[config.mk]
export PLATFORM = sky130hd
export DESIGN_NAME = elevator_scheduler
export DESIGN_NICKNAME = d
export VERILOG_FILES = /design/src/rtl/elevator_scheduler.sv
export SDC_FILE = /design/constraint.sdc
export NUM_CORES = 1
export LEC_CHECK = 0
export BUFFER_PORTS_ARGS = -buffer_cell sky130_fd_sc_hd__buf_4
export CORE_AREA = 2 2 109 69
export CTS_BUF_LIST = sky130_fd_sc_hd__clkbuf_16
export CTS_CLUSTER_SIZE = 14
export DETAILED_ROUTE_END_ITERATION = 10
export DIE_AREA = 0 0 111 71
export SLEW_MARGIN = 10
export SYNTH_ARGS = -nofsm -noshare
export SYNTH_HDL_FRONTEND = slang
export SYNTH_SLANG_ARGS = --single-unit
[constraint.sdc]
create_clock -name clk -period 2.5 [get_ports clk]
set_input_delay 0.375 -clock clk [delete_from_list [all_inputs] [get_ports clk]]
set_output_delay 0.375 -clock clk [all_outputs]
set_load 0.03 [all_outputs]
[src/rtl/elevator_scheduler.sv]
// SCAN (sweep) scheduler for one elevator car: latches floor calls, picks the next stop, holds the door.
// Optional build macro ELEV_SCHED_RECALL_EN adds a recall input that sends the car to floor 0.
module elevator_scheduler #(
    parameter int NUM_FLOORS   = 8,
    parameter int DWELL_CYCLES = 4
) (
    input  logic       clk,
    input  logic       reset,
`ifdef ELEV_SCHED_RECALL_EN
    input  logic       recall,
`endif
    input  logic       call_valid,
    input  logic [2:0] call_floor,
    input  logic [2:0] current_floor,
    input  logic       moving,
    output logic [2:0] req_floor,
    output logic [7:0] pending,
    output logic       dir_up,
    output logic       door_open,
    output logic       busy
);

    typedef enum logic [1:0] {
        IDLE       = 2'd0,
        SERVE_UP   = 2'd1,
        SERVE_DOWN = 2'd2,
        DWELL      = 2'd3
    } state_t;

    localparam logic [7:0] FLOOR_MASK = 8'((16'd1 << NUM_FLOORS) - 16'd1);

    state_t     state;
    logic [3:0] dwell_cnt;

    logic       call_ok;
    logic [7:0] call_bit;
    logic [7:0] pend_eff;
    logic       arrive;
    logic [7:0] clear_bit;
    logic [7:0] pending_nxt;
    logic [7:0] ge_mask;
    logic       up_found;
    logic [2:0] up_floor;
    logic       dn_found;
    logic [2:0] dn_floor;

    // Valid valid/ready-free strobe interface: a call is taken whenever call_valid is high at an edge.
    always_comb begin
        call_ok     = call_valid && ({1'b0, call_floor} < 4'(NUM_FLOORS))
                      && !(state == DWELL && call_floor == current_floor);
        call_bit    = call_ok ? (8'd1 << call_floor) : 8'd0;
        // Targets see this cycle's call so a closer floor retargets immediately.
        pend_eff    = (pending | call_bit) & FLOOR_MASK;
        arrive      = (state == SERVE_UP || state == SERVE_DOWN) && !moving
                      && current_floor == req_floor && pending[req_floor];
        clear_bit   = arrive ? (8'd1 << req_floor) : 8'd0;
        // Clearing after the OR lets an arrival-floor call be absorbed by the stop.
        pending_nxt = pend_eff & ~clear_bit;
        ge_mask     = ~((8'd1 << current_floor) - 8'd1);

        up_found = 1'b0;
        up_floor = 3'd0;
        for (int i = NUM_FLOORS - 1; i >= 0; i--) begin
            if (pend_eff[3'(i)] && 3'(i) >= current_floor) begin
                up_found = 1'b1;
                up_floor = 3'(i);
            end
        end

        dn_found = 1'b0;
        dn_floor = 3'd0;
        for (int i = 0; i < NUM_FLOORS; i++) begin
            if (pend_eff[3'(i)] && 3'(i) <= current_floor) begin
                dn_found = 1'b1;
                dn_floor = 3'(i);
            end
        end
    end

    always_ff @(posedge clk or posedge reset) begin
        if (reset) begin
            state     <= IDLE;
            pending   <= 8'd0;
            dir_up    <= 1'b1;
            door_open <= 1'b0;
            req_floor <= 3'd0;
            dwell_cnt <= 4'd0;
        end
`ifdef ELEV_SCHED_RECALL_EN
        else if (recall) begin
            pending   <= 8'd0;
            req_floor <= 3'd0;
            dir_up    <= 1'b0;
            door_open <= 1'b0;
            dwell_cnt <= 4'd0;
            state     <= (current_floor == 3'd0 && !moving) ? IDLE : SERVE_DOWN;
        end
`endif
        else begin
            pending <= pending_nxt;
            case (state)
                IDLE: begin
                    req_floor <= current_floor;
                    if (pending != 8'd0) begin
                        if ((pending & ge_mask) != 8'd0) begin
                            state  <= SERVE_UP;
                            dir_up <= 1'b1;
                        end else begin
                            state  <= SERVE_DOWN;
                            dir_up <= 1'b0;
                        end
                    end
                end
                SERVE_UP: begin
                    if (arrive) begin
                        state     <= DWELL;
                        door_open <= 1'b1;
                        dwell_cnt <= 4'd0;
                    end else if (pend_eff == 8'd0) begin
                        state <= IDLE;
                    end else if (up_found) begin
                        req_floor <= up_floor;
                    end else begin
                        state  <= SERVE_DOWN;
                        dir_up <= 1'b0;
                    end
                end
                SERVE_DOWN: begin
                    if (arrive) begin
                        state     <= DWELL;
                        door_open <= 1'b1;
                        dwell_cnt <= 4'd0;
                    end else if (pend_eff == 8'd0) begin
                        state <= IDLE;
                    end else if (dn_found) begin
                        req_floor <= dn_floor;
                    end else begin
                        state  <= SERVE_UP;
                        dir_up <= 1'b1;
                    end
                end
                DWELL: begin
                    // req_floor is deliberately untouched so the car stays put.
                    if (dwell_cnt == 4'(DWELL_CYCLES - 1)) begin
                        door_open <= 1'b0;
                        dwell_cnt <= 4'd0;
                        if (pending_nxt != 8'd0)
                            state <= dir_up ? SERVE_UP : SERVE_DOWN;
                        else
                            state <= IDLE;
                    end else begin
                        dwell_cnt <= dwell_cnt + 4'd1;
                    end
                end
                default: state <= IDLE;
            endcase
        end
    end

    assign busy = (state != IDLE);

endmodule

# --- Word level (Yosys, flattened, before mapping) ---
# Cells that the tools add are included.
# W data, S select, Z words.
word_totals:
  register_bits: 19
  input_bits: 10
  output_inout_bits: 14
  elab_cells: 127
classes:
  n_addsub: 2
  n_lt_le_gt_ge: 9
  eq_ne: 19
  shift: 3
  muxes: 53
  bitwise_logic: 5
  reduce_logical: 30
op_table:
  columns: ["operator", "n"]
  rows:
  - ["$mux W3", 11]
  - ["$mux W2", 12]
  - ["$reduce_bool A8 Y1", 3]
  - ["$shl A1 B3 Y8 const A", 3]
  - ["$mux W1", 20]
  - ["$ne A2 B2 Y1 const B", 9]
  - ["$and A8 B8 Y8", 2]
  - ["$mux W8", 2]
  - ["$not A8 Y8", 2]
  - ["$logic_and A1 B1 Y1", 13]
  - ["$pmux W3 S3", 1]
  - ["$logic_not A8 Y1", 1]
  - ["$mux W4", 2]
  - ["$ne A4 B3 Y1 const B", 2]
  - ["$or A8 B8 Y8", 1]
  - ["$pmux W2 S4", 1]
  - ["$pmux W4 S2", 1]
  - ["$reduce_and A8 Y1", 1]
  - ["$sub A8 B1 Y8 const B", 1]
  - ["$reduce_and A7 Y1", 1]
  - ["$eq A3 B3 Y1", 2]
  - ["$ge A1 B3 Y1 const A", 2]
  - ["$ge A2 B3 Y1 const A", 2]
  - ["$le A1 B3 Y1 const A", 2]
  - ["other kinds (19)", 24]

# --- Logic depth before layout (Yosys ltp) ---
# Gate-level depths: netlist of the first run.
logic_depth:
  word_depth: 15
  depth_mapped: 10
  depth_no_buf: 10

# --- Worst setup path after synthesis of the first run ---
# OpenSTA, ideal clock, no wires.
synth_timing:
  kind: "flip-flop to flip-flop"
  startpoint: "register req_floor[1]"
  endpoint: "register req_floor[0]"
  setup_ps: 125
  arrival_ps: 2305
  required_time_ps: 2375
  path_slack_ps: 70
  path_stages_with_launch: 10
  n_path_buf: 1
  period_less_slack_ps: 2430
  cell_sequence: "dfrtp_1 -> buf_6 -> mux4_2 -> nand3_1 -> nand2_1 -> nand2_1 -> and2_1 -> nand2_1 -> a221oi_2 -> mux2_2"
synth_via:
  elab_chain_cells: 5
  word_cells_on_any_way: 8
  classes_between: "eq/ne: 3; mux: 2; reduce/logical: 3"
synth_rtl:
  columns: ["item", "line", "text"]
  rows:
  - ["from (decl)", "16", "output logic [2:0] req_floor,"]
  - ["from (signal assigned)", "103", "req_floor <= current_floor;"]
  - ["from (signal assigned)", "122", "req_floor <= up_floor;"]
  - ["from (signal assigned)", "136", "req_floor <= dn_floor;"]
  - ["$bmux W1 S3 or $eq A3 B3 Y1 (tied branches)", "55", "&& current_floor == req_floor && pending[req_floor];"]
  - ["$mux W1 (implied by the code) or $logic_and A1 B1 Y1 (tied branches)", "55", null]
  - ["$logic_and A1 B1 Y1 (*)", "55", null]
  - ["$ne A2 B2 Y1 (no line)", null, null]
  - ["$reduce_and A7 Y1 (no line) (*)", null, null]
# Every way passes the cells marked *; elsewhere a longest branch is shown, timed or not. The select of a mux whose other input is x is not followed.
# A chain may end at the register's enable or synchronous reset.

# --- Worst setup path after layout of the first run ---
layout_timing:
  startpoint: "register state[1]"
  endpoint: "register req_floor[0]"
layout_via:
  elab_chain_cells: 15
  word_cells_on_any_way: 52
  classes_between: "eq/ne: 9; mux: 23; bitwise: 1; reduce/logical: 19"
layout_rtl:
  columns: ["item", "line", "text"]
  rows:
  - ["from (decl)", "32", "state_t state;"]
  - ["from (signal assigned)", "148", "state <= dir_up ? SERVE_UP : SERVE_DOWN;"]
  - ["$eq A2 B2 Y1", "50", "&& !(state == DWELL && call_floor == current_floor);"]
  - ["$logic_and A1 B1 Y1", "50", null]
  - ["$logic_not A1 Y1", "50", null]
  - ["$logic_and A1 B1 Y1", "50", null]
  - ["$mux W8", "51", "call_bit = call_ok ? (8'd1 << call_floor) : 8'd0;"]
  - ["$or A8 B8 Y8", "53", "pend_eff = (pending | call_bit) & FLOOR_MASK;"]
  - ["$logic_and A1 B1 Y1", "64", "if (pend_eff[3'(i)] && 3'(i) >= current_floor) begin"]
  - ["$mux W2", "64", null]
  - ["$mux W3 (3 in a row)", "64", null]
  - ["$mux W3", "121", "end else if (up_found) begin"]
  - ["$mux W3", "119", "end else if (pend_eff == 8'd0) begin"]
  - ["$mux W3", "115", "if (arrive) begin"]
  - ["$pmux W3 S3", "101", "case (state)"]
# Several ways; a longest one is shown, not always the timed one. The select of a mux whose other input is x is not followed.

==> impl_metrics.env, run 1 <==
export IMPL_core_region_area_sq_mm=0.00694
export IMPL_finalSetupViolations=0
export IMPL_drive_above_1_share_pct=47.3
export IMPL_rsz0062_at_grt="true"
export IMPL_yosysWarnings=0
export IMPL_ctsHtreeMaxLevel=1
export IMPL_fillers=706
export IMPL_p_leak_nw=1.07
export IMPL_end_kind="flop"
export IMPL_fin_worst_skew_ps=8.62
export IMPL_dp_slack_ps=-121
export IMPL_path_clk_slew_ps=60
export IMPL_grt_antenna_before_repair=0
export IMPL_synthMuxAreaShare_pct=9.98
export IMPL_cts_root_buf="clkbuf_16"
export IMPL_grt_max_degree=20
export IMPL_yosys_cell_types_count=61
export IMPL_worstSkewPairLatency_ps=250
export IMPL_synth_top_area_cell="dfrtp_1"
export IMPL_die_w_um=111
export IMPL_synth_ff_type="dfrtp_1"
export IMPL_syn_inst=186
export IMPL_io_buffers=23
export IMPL_overflow=0
export IMPL_num_nets_final=274
export IMPL_synthSimpleGateAreaFrac_pct=21.6
export IMPL_synth_commonest_cells="19 x nor2_1, 18 x dfrtp_1, 18 x nand2_1"
export IMPL_power_density_mw_per_mm2=1080
export IMPL_initial_core_util_pct=23.8
export IMPL_drt_first_pass_iters=4
export IMPL_cap_viol_max_count=0
export IMPL_swShare_pct=44.5
export IMPL_cp_data_arrival_time_ps=2620
export IMPL_n_antenna_cell=0
export IMPL_synth_adder_area_share_pct=5.30
export IMPL_synthDominantCellAreaShare_pct=27.2
export IMPL_syn_avg_cell_area_sq_um=8.89
export IMPL_synth_area_sq_mm=0.00165
export IMPL_vias=1761
export IMPL_fin_crit_ps=2490
export IMPL_slew_headroom_pct=48.7
export IMPL_num_rows=24
export IMPL_die_h_um=71
export IMPL_seq_area_frac_synth_pct=28.8
export IMPL_syn_to_final_growth_pct=53.4
export IMPL_synth_top_family_by_area="compound AO/OA/AOI/OAI gates"
export IMPL_placed_cell_area_sq_mm=0.00221
export IMPL_critPathMaxFanout=6
export IMPL_cts_sinks=19
export IMPL_synth_area_leaders="dfrtp_1 27%, ha_1 5.3%, mux2_2 4.8%"
export IMPL_p_switching_w=0.00121
export IMPL_cts_buffers=3
export IMPL_grt_pass1_vias=1738
export IMPL_cp_required_ps=2630
export IMPL_drt_initial_drc_count=110
export IMPL_ys_seq_elements=19
export IMPL_synth_compound_area_share_pct=26.2
export IMPL_hpwl_um=4180
export IMPL_vias_per_cell=5.07
export IMPL_drtAntennaViolNets=0
export IMPL_drcViolationCount=0
export IMPL_yosys_cell_count_top_type="nor2_1"
export IMPL_peakVddDrop_mv=0.449
export IMPL_cts_hold_repair_buffers=0
export IMPL_totalWireLength_um=5850
export IMPL_slew_violations=0
export IMPL_die_area_sq_mm=0.00788
export IMPL_power_share_clock_pct=12.1
export IMPL_worstSetupPathType="reg -> reg"
export IMPL_worst_pin_slew_ps=769
export IMPL_synth_enable_flop_cells=0
export IMPL_final_core_util_pct=36.6
export IMPL_min_period_over_period_pct=99.8
export IMPL_comb_power_share_pct=67.9
export IMPL_boundaryPins=24
export IMPL_start_kind="flop"
export IMPL_synth_xor_area_share_pct=3.18
export IMPL_fmax_mhz=401
export IMPL_cts_buffer_depth=2
export IMPL_track_usage_pct=14.1
export IMPL_cts_tree="built"
export IMPL_synthArstFlopShare_pct=100
export IMPL_post_route_cell_area_sq_mm=0.00254
export IMPL_grt_pass1_wl_um=8880
export IMPL_p_int_w=0.00152
export IMPL_hp_class="in -> async"
export IMPL_syn_nets=203
export IMPL_gp_congestion=0.879
export IMPL_pwr_share_seq_pct=20.0
export IMPL_status="complete, no violations"
export IMPL_drt_wirelength_per_cell_um=16.9
export IMPL_worst_slack_ps=5.89
export IMPL_hold_viol=0
cell usage in the layout, fill, tap and decap left out, types with 4 or more instances in the layout:
cell	synthesis	routed
buf_4	2	67
nor2_1	19	19
nand2_1	18	16
dfrtp_1	18	16
o21ai_0	12	10
inv_1	8	8
a31oi_1	11	8
a21oi_1	6	6
ha_1	7	5
a31oi_4	1	4
o22ai_1	4	4
nand4_1	4	4
xor2_1	4	4
mux2_2	7	4
layer usage:
metal  GRT usage, %  part of all wire, %  up-vias
met5              0                    0        -
met4           1.67                 0.21        0
met3           4.80                  8.5        4
met2           20.1                   42       63
met1           21.1                   49      849
li1               -                    -      845
stage by stage:
stage | hold WS [ps] | total power, W | cells | setup TNS [ps]
after floorplan | 325 | 0.00147 | 186 | 0
after detailed placement | 496 | 0.00207 | 335 | -294
after global routing | 337 | 0.00289 | 347 | -343
after CTS | 299 | 0.00245 | 339 | 0
after global placement | 490 | 0.00207 | 335 | -137
final | 267 | 0.00273 | 347 | 0
final timing paths:
check,slack [ps],cells after the start,startpoint,endpoint
worst max-delay path,6,10,state[1]$_DFFE_PP0P_,req_floor[0]$_DFFE_PP0P_
worst min-delay path,270,2,reset,dwell_cnt[0]$_DFFE_PP0P_
worst max register to register,6,10,state[1]$_DFFE_PP0P_,req_floor[0]$_DFFE_PP0P_
worst min register to register,510,1,dwell_cnt[3]$_DFFE_PP0P_,dwell_cnt[3]$_DFFE_PP0P_
max in group asynchronous,1700,2,reset,state[0]$_DFFE_PP0P_
min in group clk,510,1,dwell_cnt[3]$_DFFE_PP0P_,dwell_cnt[3]$_DFFE_PP0P_
power groups by stage:
stage               sequential [W]  clock, W  combinational, W
floorplan                 0.000674         0          0.000799
global placement          0.000542         0           0.00153
detailed placement        0.000545         0           0.00153
CTS                       0.000542  0.000341           0.00157
global route              0.000565  0.000353           0.00197
finish                    0.000548  0.000329           0.00185
cell families after synthesis:
group / count (synthesis)
AOI/OAI and AO/OA: 58
xor gates and xnor gates: 6
adders and majority gates: 7
buffers and inverters: 14
DFF: 19
muxes: 13
and+or+nand+nor: 69
sequential cells by signal, summed over array words and instances, names as in the netlist:
name and cells:
pending 8, dir_up 1, door_open 1, req_floor 3, state 2, dwell_cnt 4
worst max-delay path, stage by stage (launching register included):
cell,delay (ps)
dfrtp_1,410
buf_6,130
ha_4,170
nand4_4,100
buf_12,140
a31oi_4,130
o21a_1,210
o221ai_2,240
nand2_4,90
a221oi_4,390
mux2_4,330
final cells by class:
type | count | area (sq um) | area share, %
Clock buffer | 3 | 75.1 | 2.96
Clock inverter | 1 | 3.75 | 0.148
Inverter | 8 | 30.0 | 1.18
Multi-Input combinational cell | 154 | 1280 | 50.4
Sequential cell | 19 | 479 | 18.9
Tap cell | 91 | 114 | 4.49
Timing Repair Buffer | 71 | 557 | 21.9
timing repair:
item                                    in CTS  in global routing
pin swaps                                    3                 15
setup buffers                                0                  7
gates resized for setup                      4                 34
cloned                                       0                  1
hold endpoints to repair                     0                  0
endpoints found under the setup margin       5                  6
No activity file was read; power rests on OpenSTA's default activity.
==> run 2: changes to the inputs <==
--- a/config.mk
+++ b/config.mk
@@ -11,6 +11,7 @@
 export CTS_CLUSTER_SIZE = 14
 export DETAILED_ROUTE_END_ITERATION = 10
 export DIE_AREA = 0 0 111 71
+export REMOVE_ABC_BUFFERS = 1
 export SLEW_MARGIN = 10
 export SYNTH_ARGS = -nofsm -noshare
 export SYNTH_HDL_FRONTEND = slang
==> run 2 against run 1 <==
Die area stayed put. Combinational power shrank 11%. Sequential share of layout area is 1.0 points higher. Critical endpoint is now state[0]$_DFFE_PP0P_. Hold slack better by 1.1 ps. Sequential cell count unchanged. Utilization decreased by 2.0 points. Sequential power is 1% lower. Largest cell class unchanged. Setup slack improved by 110 ps. Design area fell by 5.6%. Final cell count decreased by 1.4%. Clock power up 2%.
==> impl_metrics.env, run 2 (synthesis gave the netlist of run 1 again) <==
export IMPL_cp_required_ps=2640
export IMPL_ctsHtreeMaxLevel=1
export IMPL_p_leak_nw=1.01
export IMPL_final_setup_tns_ps=0
export IMPL_drt_wirelength_per_cell_um=15.0
export IMPL_min_period_over_period_pct=95.3
export IMPL_initial_core_util_pct=23.8
export IMPL_core_region_area_sq_mm=0.00694
export IMPL_vias_per_cell=5.01
export IMPL_grt_max_degree=20
export IMPL_startpoint="state[0]$_DFFE_PP0P_"
export IMPL_drtAntennaViolNets=0
export IMPL_cts_root_buf="clkbuf_16"
export IMPL_cts_tree="built"
export IMPL_cts_buffer_depth=2
export IMPL_r2r_start="state[0]$_DFFE_PP0P_"
export IMPL_totalWireLength_um=5130
export IMPL_largest_reg_flops=8
export IMPL_vias=1712
export IMPL_hold_viol=0
export IMPL_slew_headroom_pct=48.0
export IMPL_n_antenna_cell=0
export IMPL_final_cell_mix="65 x buf_4, 19 x nor2_1, 18 x nand2_1, 18 x dfrtp_1, 11 x o21ai_0"
export IMPL_critPathMaxFanout=5
export IMPL_drive_above_1_share_pct=42.2
export IMPL_fin_crit_ps=2380
export IMPL_drt_initial_drc_count=88
export IMPL_cp_data_arrival_time_ps=2520
export IMPL_path_clk_slew_ps=60
export IMPL_peakVddDrop_mv=0.512
export IMPL_cts_buffers=3
export IMPL_drcViolationCount=0
export IMPL_die_w_um=111
export IMPL_totalPowerFinal_w=0.00251
export IMPL_syn_to_final_growth_pct=44.9
export IMPL_worstSkewPairLatency_ps=250
export IMPL_crit_buf_inv=2
export IMPL_cpPeakStageDelay_ps=390
export IMPL_slew_violations=0
export IMPL_fmax_mhz=420
export IMPL_end_kind="flop"
export IMPL_hp_class="in -> async"
export IMPL_worstSetupPathType="reg -> reg"
export IMPL_cap_viol_max_count=0
export IMPL_power_density_mw_per_mm2=1050
export IMPL_num_rows=24
export IMPL_cpLargestDelayFamily="simple AND/OR/NAND/NOR gates"
export IMPL_start_kind="flop"
export IMPL_cts_hold_repair_buffers=0
export IMPL_worstPathCellList="inv_1, ha_4, nand2b_1, nor4_2, buf_4, and2b_2, a31oi_2, o21ai_1, and4_4, o31ai_1, mux2_2"
export IMPL_status="complete, no violations"
export IMPL_slowest_stage="dfrtp_1"
export IMPL_die_h_um=71
export IMPL_finalSetupViolations=0
export IMPL_grt_pass1_wl_um=8200
export IMPL_grt_antenna_before_repair=0
export IMPL_drt_first_pass_iters=4
export IMPL_final_common_cell="buf_4"
export IMPL_worst_pin_slew_ps=780
export IMPL_fin_worst_skew_ps=6.38
export IMPL_num_nets_final=269
export IMPL_gp_congestion=0.883
export IMPL_final_core_util_pct=34.5
export IMPL_io_buffers=23
export IMPL_top_regs="pending (8), dwell_cnt (4), req_floor (3)"
export IMPL_track_usage_pct=13.0
export IMPL_overflow=0
export IMPL_grt_pass1_vias=1588
export IMPL_regMostFlops="pending"
export IMPL_cts_sinks=19
export IMPL_die_area_sq_mm=0.00788
export IMPL_fillers=716
export IMPL_hpwl_um=4030
export IMPL_boundaryPins=24
==> run 2: final timing paths <==
| check | end | slack [ps] | depth (start not counted) |
|---|---|---|---|
| worst max-delay path | state[0]$_DFFE_PP0P_ | 120 | 11 |
| worst min-delay path | req_floor[0]$_DFFE_PP0P_ | 270 | 2 |
| worst max register to register | state[0]$_DFFE_PP0P_ | 120 | 11 |
| worst min register to register | dwell_cnt[3]$_DFFE_PP0P_ | 510 | 1 |
| max in group asynchronous | pending[1]$_DFF_PP0_ | 1740 | 2 |
| min in group clk | dwell_cnt[3]$_DFFE_PP0P_ | 510 | 1 |
==> run 2: power by group <==
group | switching [W] | total, W | internal [W]
clock network | 0.000122 | 0.000337 | 0.000215
registers | 0.000119 | 0.000540 | 0.000421
logic | 0.000863 | 0.00164 | 0.000772
total | 0.00110 | 0.00251 | 0.00141
==> run 2: layout make-up <==
class / instances / area (sq um) / area share (%)
clock inverters: 1 / 5.00 / 0.209
multi-input cells: 153 / 1170 / 48.7
flip-flops and latches: 19 / 477 / 19.9
inverters: 8 / 30.0 / 1.25
repair buffers: 67 / 528 / 22.0
well taps: 91 / 114 / 4.75
clock buffers: 3 / 75.1 / 3.13
==> run 2: what timing repair did <==
item,4_1_cts,5_1_grt
endpoints found under the setup margin,5,7
pin swaps,2,4
gates cloned,0,0
buffers inserted,1,2
resized for setup,4,10
==> run 2: per-layer routing <==
metal	share of wire [%]	vias up	global-route usage, %
met2	42	44	18.3
met4	0	0	1.53
met1	51	835	19.8
met5	0	-	0
li1	-	833	-
met3	7.6	0	4.11
==> run 2: through the flow <==
step | cell area (sq um) | setup WS (ps) | hold WS, ps | std cells
after floorplan | 1600 | 38.5 | 325 | 180
after global placement | 2220 | -116 | 489 | 335
after detailed placement | 2220 | -137 | 505 | 335
after CTS | 2330 | 22.7 | 301 | 340
after global routing | 2400 | -17.4 | 332 | 342
final | 2400 | 117 | 268 | 342
==> run 3: changes to the inputs <==
--- a/config.mk
+++ b/config.mk
@@ -6,11 +6,11 @@
 export NUM_CORES = 1
 export LEC_CHECK = 0
 export BUFFER_PORTS_ARGS = -buffer_cell sky130_fd_sc_hd__buf_4
-export CORE_AREA = 2 2 109 69
+export CORE_AREA = 2 2 72 102
 export CTS_BUF_LIST = sky130_fd_sc_hd__clkbuf_16
 export CTS_CLUSTER_SIZE = 14
 export DETAILED_ROUTE_END_ITERATION = 10
-export DIE_AREA = 0 0 111 71
+export DIE_AREA = 0 0 74 104
 export REMOVE_ABC_BUFFERS = 1
 export SLEW_MARGIN = 10
 export SYNTH_ARGS = -nofsm -noshare
==> run 3 against run 2 <==
Final cell count is 0.29% lower. Utilization fell by 0.42 points. Combinational power about the same. Wire length increased by 4.6%. Clock power shrank 4%. Highest routed layer is now met4. Fmax down 1.6%. Largest power group unchanged. Design area shrank 3.1%. Sequential power decreased by 1%.
==> impl_metrics.env, run 3 (synthesis gave the netlist of run 1 again) <==
export IMPL_fin_crit_ps=2420
export IMPL_worstSetupPathType="reg -> reg"
export IMPL_p_int_w=0.00137
export IMPL_path_clk_slew_ps=50
export IMPL_cp_data_arrival_time_ps=2550
export IMPL_final_core_util_pct=34.1
export IMPL_final_common_cell="buf_4"
export IMPL_cts_sinks=19
export IMPL_r2r_start="pending[4]$_DFF_PP0_"
export IMPL_fin_worst_skew_ps=2.07
export IMPL_power_density_mw_per_mm2=1060
export IMPL_drcViolationCount=0
export IMPL_n_antenna_cell=0
export IMPL_fillers=717
export IMPL_grt_max_degree=20
export IMPL_slew_violations=0
export IMPL_rrSetupSlack_ps=80
export IMPL_cts_root_buf="clkbuf_16"
export IMPL_cts_buffer_depth=2
export IMPL_grt_antenna_before_repair=0
export IMPL_multiInputGateArea_sq_mm=0.00115
export IMPL_critPathMaxFanout=6
export IMPL_slew_headroom_pct=51.0
export IMPL_cts_buffers=3
export IMPL_totalWireLength_um=5360
export IMPL_io_buffers=23
export IMPL_top_layer="met4"
export IMPL_dr_wl_met2_um=2880
export IMPL_comb_power_share_pct=65.3
export IMPL_num_nets_final=264
export IMPL_initial_core_util_pct=24.3
export IMPL_end_kind="flop"
export IMPL_cp_required_ps=2630
export IMPL_p_switching_w=0.00110
export IMPL_swShare_pct=44.7
export IMPL_drt_initial_drc_count=70
export IMPL_min_period_over_period_pct=96.9
export IMPL_die_h_um=104
export IMPL_final_cell_mix="61 x buf_4, 19 x nor2_1, 17 x dfrtp_1"
export IMPL_vias_per_cell=5.07
export IMPL_cap_viol_max_count=0
export IMPL_track_usage_pct=14.5
export IMPL_totalPowerFinal_w=0.00247
export IMPL_drt_wirelength_per_cell_um=15.7
export IMPL_top_regs="pending (8), dwell_cnt (4), req_floor (3)"
export IMPL_final_setup_tns_ps=0
export IMPL_finalSetupViolations=0
export IMPL_hold_viol=0
export IMPL_ctsHtreeMaxLevel=1
export IMPL_hold_worst_slack_ps=254
export IMPL_dp_slack_ps=-48.4
export IMPL_power_share_clock_pct=13.1
export IMPL_wl_met3_um=148
export IMPL_die_area_sq_mm=0.00770
export IMPL_drive_above_1_share_pct=40.2
export IMPL_vias=1729
export IMPL_die_w_um=74
export IMPL_seq_area_sq_um=478
export IMPL_num_rows=36
export IMPL_peakVddDrop_mv=0.543
export IMPL_status="complete, no violations"
export IMPL_worstSkewPairLatency_ps=250
export IMPL_rsz0062_at_grt="true"
export IMPL_r2r_cells=9
export IMPL_start_kind="flop"
export IMPL_drtAntennaViolNets=0
export IMPL_cts_tree="built"
export IMPL_syn_to_final_growth_pct=40.3
export IMPL_grt_pass1_vias=1773
export IMPL_hpwl_um=4310
export IMPL_wl_met1_um=2030
export IMPL_fmax_mhz=413
export IMPL_hp_class="in -> async"
export IMPL_regMostFlops="pending"
export IMPL_p_leak_nw=0.975
export IMPL_core_region_area_sq_mm=0.00680
export IMPL_worst_slack_ps=78.6
export IMPL_boundaryPins=24
export IMPL_drt_first_pass_iters=4
export IMPL_worst_pin_slew_ps=735
export IMPL_largest_reg_flops=8
export IMPL_gp_congestion=0.898
export IMPL_grt_pass1_wl_um=8710
export IMPL_r2r_end="req_floor[2]$_DFFE_PP0P_"
export IMPL_pwr_share_seq_pct=21.5
export IMPL_overflow=0
[run 3: worst max-delay path by stage]
stage,start,to,slack (ps),cells after the start
finish,pending[4]$_DFF_PP0_,req_floor[2]$_DFFE_PP0P_,80,9
global route,state[1]$_DFFE_PP0P_,dir_up$_DFFE_PP1P_,-10,9
CTS,req_floor[1]$_DFFE_PP0P_,req_floor[2]$_DFFE_PP0P_,40,9
detailed placement,req_floor[1]$_DFFE_PP0P_,req_floor[2]$_DFFE_PP0P_,-50,9
global placement,req_floor[1]$_DFFE_PP0P_,req_floor[2]$_DFFE_PP0P_,-4,9
floorplan,req_floor[1]$_DFFE_PP0P_,req_floor[0]$_DFFE_PP0P_,40,8
[run 3: what timing repair did]
action                                  4_1_cts  5_1_grt
resized for setup                             3        9
hold buffers                                  0        0
pin swaps                                     1        2
buffers inserted                              0        3
endpoints found under the setup margin        3        6
[run 3: power by group through the flow]
| stage | logic [W] | registers (W) | clock network [W] |
|---|---|---|---|
| after floorplan | 0.000737 | 0.000698 | 0 |
| after global placement | 0.00150 | 0.000538 | 0 |
| after detailed placement | 0.00152 | 0.000541 | 0 |
| after CTS | 0.00155 | 0.000539 | 0.000330 |
| after global routing | 0.00176 | 0.000547 | 0.000343 |
| final | 0.00161 | 0.000533 | 0.000324 |
[run 3: layout make-up]
class,count,share of cell area (%)
well taps,95,5.12
flip-flops and latches,19,20.6
clock inverters,1,0.162
clock buffers,3,3.23
multi-input cells,153,49.4
repair buffers,62,20.2
inverters,8,1.29
[run 3: worst max-delay path, cell delays in order, from the launching register on]
cell and delay [ps]:
dfrtp_1 470, mux4_2 490, nand2_1 100, nand2_2 70, nand2_2 100, and2_1 150
nand2_1 90, a221oi_4 360, buf_6 150, mux2_2 320
[run 3: per-stage QoR]
| stage | area, sq um | std cells |
|---|---|---|
| after CTS | 2260 | 338 |
| after detailed placement | 2160 | 334 |
| final | 2320 | 341 |
| after floorplan | 1600 | 180 |
| after global routing | 2320 | 341 |
| after global placement | 2160 | 334 |
[run 3: metal layers]
metal	global-route usage [%]	vias up
met5	0	-
met4	7.14	0
met3	1.94	18
met2	27.0	51
met1	14.9	834
li1	-	826
